`config.mk`:
```
export PLATFORM = sky130hd
export DESIGN_NAME = mem_port_arbiter
export DESIGN_NICKNAME = d
export VERILOG_FILES = /design/src/rtl/mem_port_arbiter.sv
export SDC_FILE = /design/constraint.sdc
export NUM_CORES = 1
export LEC_CHECK = 0
export ABC_AREA = 1
export BUFFER_PORTS_ARGS = -buffer_cell sky130_fd_sc_hd__buf_2
export CORE_AREA = 4 4 131 133
export CTS_BUF_LIST = sky130_fd_sc_hd__clkbuf_16
export DETAILED_ROUTE_END_ITERATION = 6
export DIE_AREA = 0 0 135 137
export GPL_TIMING_DRIVEN = 0
export PLACE_DENSITY = 0.51
export SLEW_MARGIN = 20
export SYNTH_ARGS = -nofsm -noshare
export SYNTH_HDL_FRONTEND = slang
export SYNTH_SLANG_ARGS = --single-unit
```
`constraint.sdc`:
```
create_clock -name clk -period 1.89 [get_ports clk]
set_input_delay 0.0945 -clock clk [delete_from_list [all_inputs] [get_ports clk]]
set_output_delay 0.0945 -clock clk [all_outputs]
set_load 0.01 [all_outputs]
```
`src/rtl/mem_port_arbiter.sv`:
```
// mem_port_arbiter
//   Serialises whole-line bursts from three cache requesters onto one
//   external memory port.
//   Priority is D-write > D-read > I-read.
//   The I-cache has a starvation override after STARVE_LIMIT D-side bursts.
//   Only one burst is outstanding at a time.
//
// Ports
//   clk, rst_n         clock, asynchronous active-low reset
//   ic_rd_*            I-cache fill: req/addr in; ack/data_valid out
//   dc_rd_*            D-cache fill: req/addr in; ack/data_valid out
//   rd_data            read beat broadcast to both caches
//   dc_wr_*            D-cache writeback: req/addr/data in; ack/data_ready out
//   mem_*              memory controller address phase, write beats, read beats
//   grant              0 none, 1 I-read, 2 D-read, 3 D-write
//   busy               arbiter is not IDLE
//   perf_*             32-bit saturating counters
//
// Optional feature macro: MEM_ARB_PERF_EN
//   When defined, the perf_* counters are built.
//   When not defined, the perf_* ports are tied to 0.
module mem_port_arbiter #(
    parameter int ADDR_W       = 26,
    parameter int DATA_W       = 32,
    parameter int BURST_LEN    = 4,
    parameter int STARVE_LIMIT = 4
) (
    input  logic              clk,
    input  logic              rst_n,
    input  logic              ic_rd_req,
    input  logic [ADDR_W-1:0] ic_rd_addr,
    output logic              ic_rd_ack,
    output logic              ic_rd_data_valid,
    input  logic              dc_rd_req,
    input  logic [ADDR_W-1:0] dc_rd_addr,
    output logic              dc_rd_ack,
    output logic              dc_rd_data_valid,
    output logic [DATA_W-1:0] rd_data,
    input  logic              dc_wr_req,
    input  logic [ADDR_W-1:0] dc_wr_addr,
    input  logic [DATA_W-1:0] dc_wr_data,
    output logic              dc_wr_data_ready,
    output logic              dc_wr_ack,
    output logic              mem_req,
    output logic              mem_we,
    output logic [ADDR_W-1:0] mem_addr,
    input  logic              mem_ack,
    output logic [DATA_W-1:0] mem_wdata,
    input  logic              mem_wdata_ready,
    input  logic [DATA_W-1:0] mem_rdata,
    input  logic              mem_rdata_valid,
    output logic [1:0]        grant,
    output logic              busy,
    output logic [31:0]       perf_ic_bursts,
    output logic [31:0]       perf_dc_bursts,
    output logic [31:0]       perf_ic_wait_cycles
);

    localparam int BW = $clog2(BURST_LEN);
    localparam int SW = (STARVE_LIMIT > 0) ? $clog2(STARVE_LIMIT + 1) : 1;
    localparam logic [SW-1:0] STARVE_MAX = SW'(STARVE_LIMIT);
    localparam logic [BW-1:0] LAST_BEAT  = BW'(BURST_LEN - 1);

    localparam logic [1:0] GNT_NONE = 2'd0;
    localparam logic [1:0] GNT_IC   = 2'd1;
    localparam logic [1:0] GNT_DR   = 2'd2;
    localparam logic [1:0] GNT_DW   = 2'd3;

    typedef enum logic [1:0] {IDLE, ADDR, RDATA, WDATA} state_t;

    state_t            state_q, state_d;
    logic [1:0]        grant_q, grant_d;
    logic [ADDR_W-1:0] addr_q, addr_d;
    logic              we_q, we_d;
    logic [BW-1:0]     beat_cnt_q, beat_cnt_d;
    logic [SW-1:0]     starve_cnt_q, starve_cnt_d;

    logic       force_ic;
    logic [1:0] winner;
    logic       burst_done;

    // The starvation override takes precedence over the fixed order.
    assign force_ic = (STARVE_LIMIT != 0) && ic_rd_req && (starve_cnt_q >= STARVE_MAX);

    always_comb begin
        winner = GNT_NONE;
        if (force_ic)       winner = GNT_IC;
        else if (dc_wr_req) winner = GNT_DW;
        else if (dc_rd_req) winner = GNT_DR;
        else if (ic_rd_req) winner = GNT_IC;
    end

    always_comb begin
        state_d      = state_q;
        grant_d      = grant_q;
        addr_d       = addr_q;
        we_d         = we_q;
        beat_cnt_d   = beat_cnt_q;
        starve_cnt_d = starve_cnt_q;
        burst_done   = 1'b0;
        case (state_q)
            IDLE: begin
                if (winner != GNT_NONE) begin
                    state_d = ADDR;
                    grant_d = winner;
                    we_d    = (winner == GNT_DW);
                    addr_d  = (winner == GNT_DW) ? dc_wr_addr :
                              (winner == GNT_DR) ? dc_rd_addr : ic_rd_addr;
                    if (winner == GNT_IC) starve_cnt_d = '0;
                end
            end
            ADDR: begin
                if (mem_ack) state_d = we_q ? WDATA : RDATA;
            end
            RDATA, WDATA: begin
                // Both data phases count beats the same way; only the qualifier differs.
                if ((state_q == RDATA) ? mem_rdata_valid : mem_wdata_ready) begin
                    beat_cnt_d = beat_cnt_q + 1'b1;
                    if (beat_cnt_q == LAST_BEAT) begin
                        beat_cnt_d = '0;
                        burst_done = 1'b1;
                        state_d    = IDLE;
                        grant_d    = GNT_NONE;
                        we_d       = 1'b0;
                        addr_d     = '0;
                    end
                end
            end
            default: state_d = IDLE;
        endcase
        // A finished D-side burst counts against a waiting I-cache.
        if (burst_done && grant_q != GNT_IC && ic_rd_req && starve_cnt_q < STARVE_MAX)
            starve_cnt_d = starve_cnt_q + 1'b1;
    end

    always_ff @(posedge clk or negedge rst_n) begin
        if (!rst_n) begin
            state_q      <= IDLE;
            grant_q      <= GNT_NONE;
            addr_q       <= '0;
            we_q         <= 1'b0;
            beat_cnt_q   <= '0;
            starve_cnt_q <= '0;
        end else begin
            state_q      <= state_d;
            grant_q      <= grant_d;
            addr_q       <= addr_d;
            we_q         <= we_d;
            beat_cnt_q   <= beat_cnt_d;
            starve_cnt_q <= starve_cnt_d;
        end
    end

    assign busy             = (state_q != IDLE);
    assign grant            = grant_q;
    assign mem_req          = (state_q == ADDR);
    assign mem_we           = we_q;
    assign mem_addr         = addr_q;
    assign mem_wdata        = dc_wr_data;
    assign rd_data          = mem_rdata;
    assign ic_rd_ack        = mem_req && mem_ack && (grant_q == GNT_IC);
    assign dc_rd_ack        = mem_req && mem_ack && (grant_q == GNT_DR);
    assign dc_wr_ack        = mem_req && mem_ack && (grant_q == GNT_DW);
    assign ic_rd_data_valid = (state_q == RDATA) && mem_rdata_valid && (grant_q == GNT_IC);
    assign dc_rd_data_valid = (state_q == RDATA) && mem_rdata_valid && (grant_q == GNT_DR);
    assign dc_wr_data_ready = (state_q == WDATA) && mem_wdata_ready;

`ifdef MEM_ARB_PERF_EN
    logic [31:0] perf_ic_bursts_q, perf_ic_bursts_d;
    logic [31:0] perf_dc_bursts_q, perf_dc_bursts_d;
    logic [31:0] perf_ic_wait_q, perf_ic_wait_d;

    always_comb begin
        perf_ic_bursts_d = perf_ic_bursts_q;
        perf_dc_bursts_d = perf_dc_bursts_q;
        perf_ic_wait_d   = perf_ic_wait_q;
        if (ic_rd_ack && perf_ic_bursts_q != '1)
            perf_ic_bursts_d = perf_ic_bursts_q + 1'b1;
        if ((dc_rd_ack || dc_wr_ack) && perf_dc_bursts_q != '1)
            perf_dc_bursts_d = perf_dc_bursts_q + 1'b1;
        if (ic_rd_req && !ic_rd_ack && perf_ic_wait_q != '1)
            perf_ic_wait_d = perf_ic_wait_q + 1'b1;
    end

    always_ff @(posedge clk or negedge rst_n) begin
        if (!rst_n) begin
            perf_ic_bursts_q <= '0;
            perf_dc_bursts_q <= '0;
            perf_ic_wait_q   <= '0;
        end else begin
            perf_ic_bursts_q <= perf_ic_bursts_d;
            perf_dc_bursts_q <= perf_dc_bursts_d;
            perf_ic_wait_q   <= perf_ic_wait_d;
        end
    end

    assign perf_ic_bursts      = perf_ic_bursts_q;
    assign perf_dc_bursts      = perf_dc_bursts_q;
    assign perf_ic_wait_cycles = perf_ic_wait_q;
`else
    assign perf_ic_bursts      = '0;
    assign perf_dc_bursts      = '0;
    assign perf_ic_wait_cycles = '0;
`endif

endmodule

```
==> reports/qor.yml <==
status:
  status: "complete, no violations"
critical_path:
  end_kind: "flop"
  rrSetupSlack_ns: 0.21
  path_class: "reg2reg"
  max_stage_delay_ns: 0.41
  worstPathArrival_ns: 1.85
  crit_start: "starve_cnt_q[2]"
  critPathCapture: "mem_addr[5]"
  crit_slowest_cell: "dfrtp_1"
  reg2reg_to: "mem_addr[5]"
  worst_ep_required_time_ns: 2.06
  cp_common_cell: "nand2_1"
  timing.rr.start: "starve_cnt_q[2]"
  worstSetupStartpointType: "flop"
  worstPathMaxFanout: 10
  crit_chain: "nand2_2 > nand2_1 > clkbuf_1 > or2_2 > nand3_1 > nand2_1"
  r2r.worst_path.cells: 6
synth:
  synth_cells: 483
  synth_seq_area_share: 0.2563
  yosysWarningCount: 0
  synth_cell_types: 24
  synth_area_per_cell_sq_um: 7.277
  synth_seq_cells: 36
  synth.cell_area_sq_mm: 0.003515
timing:
  setup_tns_ns: 0
  skew_ns: 0.004471
  setup_slack_ns: 0.2112
  worstMarginPinSlew_ns: 0.8876
  min_period_over_period: 0.8882
  finalSetupViolCount: 0
  drv_slew: 0
  max-slew-margin-rel: 0.4083
  period_needed_ns: 1.679
  rsz0062_at_grt: "false"
  max_freq_mhz: 595.7
  hold_viol: 0
  whs_ns: 0.1245
layout:
  finalNetCount: 924
  fillers: 1724
  fin_util: 0.3348
  drive_gt1_frac: 0.5239
  areaGrowthSynthToFinish_pct: 50.77
  diodes: 0
routing:
  met1_length_mm: 5.034
  vias_per_cell: 3.705
  routed_wl_mm: 13.05
  met2_length_mm: 6.533
  dr.pass1.iters: 4
  ant_nets: 0
  route.met3.wl_mm: 1.333
  route.detailed.drc: 0
  post_drt_wl_per_cell_um: 13.19
  top_layer: "met5"
  dr_total_vias: 3664
  drtIter0Drc: 114
cts:
  path_clk_slew_ns: 0.06
  cts_setup_buffers: 0
  clock_sinks: 36
  cts_root_buf: "clkbuf_16"
  cts.path.max_buffers: 2
  cts.htree.levels: 2
  clkLatencyLatePin_ns: 0.28
  cts_tree: "yes"
  cts-buffers-inserted: 5
global_route:
  grt_remaining_overflow: 0
  grt_usage: 0.1289
  grt_pass1_wl_mm: 18.63
  antenna_found_initial: 1
  grt_pass1_vias: 3599
  grt_max_degree: 37
place:
  place.port_buffers: 186
  hpwl_mm: 10.74
  pre_cts_slack_ns: 0.07130
  place.gp.congestion: 0.7378
worst_hold_path:
  min_from: "dc_wr_addr[2]"
  hold_path_class: "in2reg"
flow_run:
  max_cap_viol_count: 0
floorplanning:
  std_cell_rows: 46
  fp.dieH_um: 137
  io_pins: 347
  start_util: 0.2221
  die_area_sq_mm: 0.01850
  coreArea_sq_mm: 0.01583
  fp.dieW_um: 135
pwr:
  p_total_uw: 5214
  p_leak_uw: 0.003170
  ir_drop_mv: 0.4822
  powerDensity_mw_per_mm2: 984.0
-- logic make-up (layout without fill, tap and decap cells) --
group,after synthesis,after routing,share of synthesized area
other,1,96,0.001067
buffers and inverters,194,389,0.3920
AND/OR/NAND/NOR,246,246,0.3368
AO/OA/AOI/OAI,4,4,0.006763
adder cells (fa/ha/maj),2,2,0.007119
flip-flops,36,36,0.2563
-- worst max-delay path: cells and delay by family (launching register included) --
kind / cells / cell delay (ns)
buf+inv: 1 / 0.33
flops: 1 / 0.41
simple gates: 5 / 0.83
-- metal layers --
| layer | vias to the layer above | track usage |
|---|---|---|
| met4 | 2 | 0.03135 |
| li1 | 1878 | - |
| met1 | 1566 | 0.1508 |
| met5 | - | 0 |
| met2 | 210 | 0.2332 |
| met3 | 8 | 0.03640 |
-- cells in the final DEF (no fill, tap or decap), drive strengths merged --
cell type / netlist / routed
conb: 1 / 96
nand2: 113 / 113
inv: 12 / 12
bufinv: 0 / 3
nor3: 4 / 4
or2: 26 / 26
nand4: 28 / 28
nand3b: 1 / 1
dlygate4sd3: 0 / 1
o21ai: 4 / 4
clkbuf: 7 / 12
nor2: 9 / 9
buf: 175 / 361
ha: 2 / 2
nand3: 65 / 65
dfrtp: 36 / 36
-- state kept, by name (all words and copies together), names as in the netlist --
signal and cells:
state_q 2, grant 2, beat_cnt_q 2, starve_cnt_q 3, mem_we 1, mem_addr 26
-- where the power goes --
part	switching [uW]	total, uW	leakage (uW)	internal [uW]
registers	229	1400	0.000424	1170
logic	1500	2590	0.00264	1090
clock network	341	1230	0.000104	890
total	2070	5210	0.00317	3140
-- cell usage after synthesis, drive strengths merged --
cell / count / area (sq um)
buf: 175 / 1306
clkbuf: 7 / 26.28
conb: 1 / 3.750
dfrtp: 36 / 900.9
ha: 2 / 25.02
inv: 12 / 45.05
nand2: 113 / 431.7
nand3: 65 / 340.3
nand3b: 1 / 7.510
nand4: 28 / 175.2
nor2: 9 / 41.29
nor3: 4 / 25.02
o21ai: 4 / 23.77
or2: 26 / 162.7
-- how the worst min path moves through the flow --
stage | end | slack (ns) | depth (start not counted)
6_report | mem_addr[2] | 0.12 | 4
5_1_grt | mem_addr[7] | 0.14 | 4
4_1_cts | mem_addr[7] | 0.12 | 4
3_5_place_dp | mem_addr[2] | 0.29 | 1
3_3_place_gp | mem_addr[2] | 0.28 | 1
2_1_floorplan | beat_cnt_q[0] | -0.20 | 0
-- final cells by class --
cell class              instances  area (sq um)  share of cell area
plain buffers                 182          1334              0.2517
inverters                      12         45.04            0.008501
clock inverters                 3         90.09             0.01700
clock buffers                   5         125.1             0.02361
multi-input cells             348          1593              0.3006
flip-flops and latches         36         900.9              0.1700
well taps                     216         270.3             0.05100
repair buffers                187         940.9              0.1776
-- what timing repair did --
action                                  4_1_cts  5_1_grt
endpoints found under the setup margin        0        1
gates resized for setup                       0        2
endpoints found under the hold margin        36        0
hold buffers                                  1        0
-- metrics by stage --
| step | area, sq um | std cells |
|---|---|---|
| after floorplan | 3871 | 578 |
| after global placement | 5072 | 980 |
| after detailed placement | 5072 | 980 |
| after CTS | 5298 | 989 |
| after global routing | 5299 | 989 |
| final | 5299 | 989 |
(Power assumes the default switching activity.)
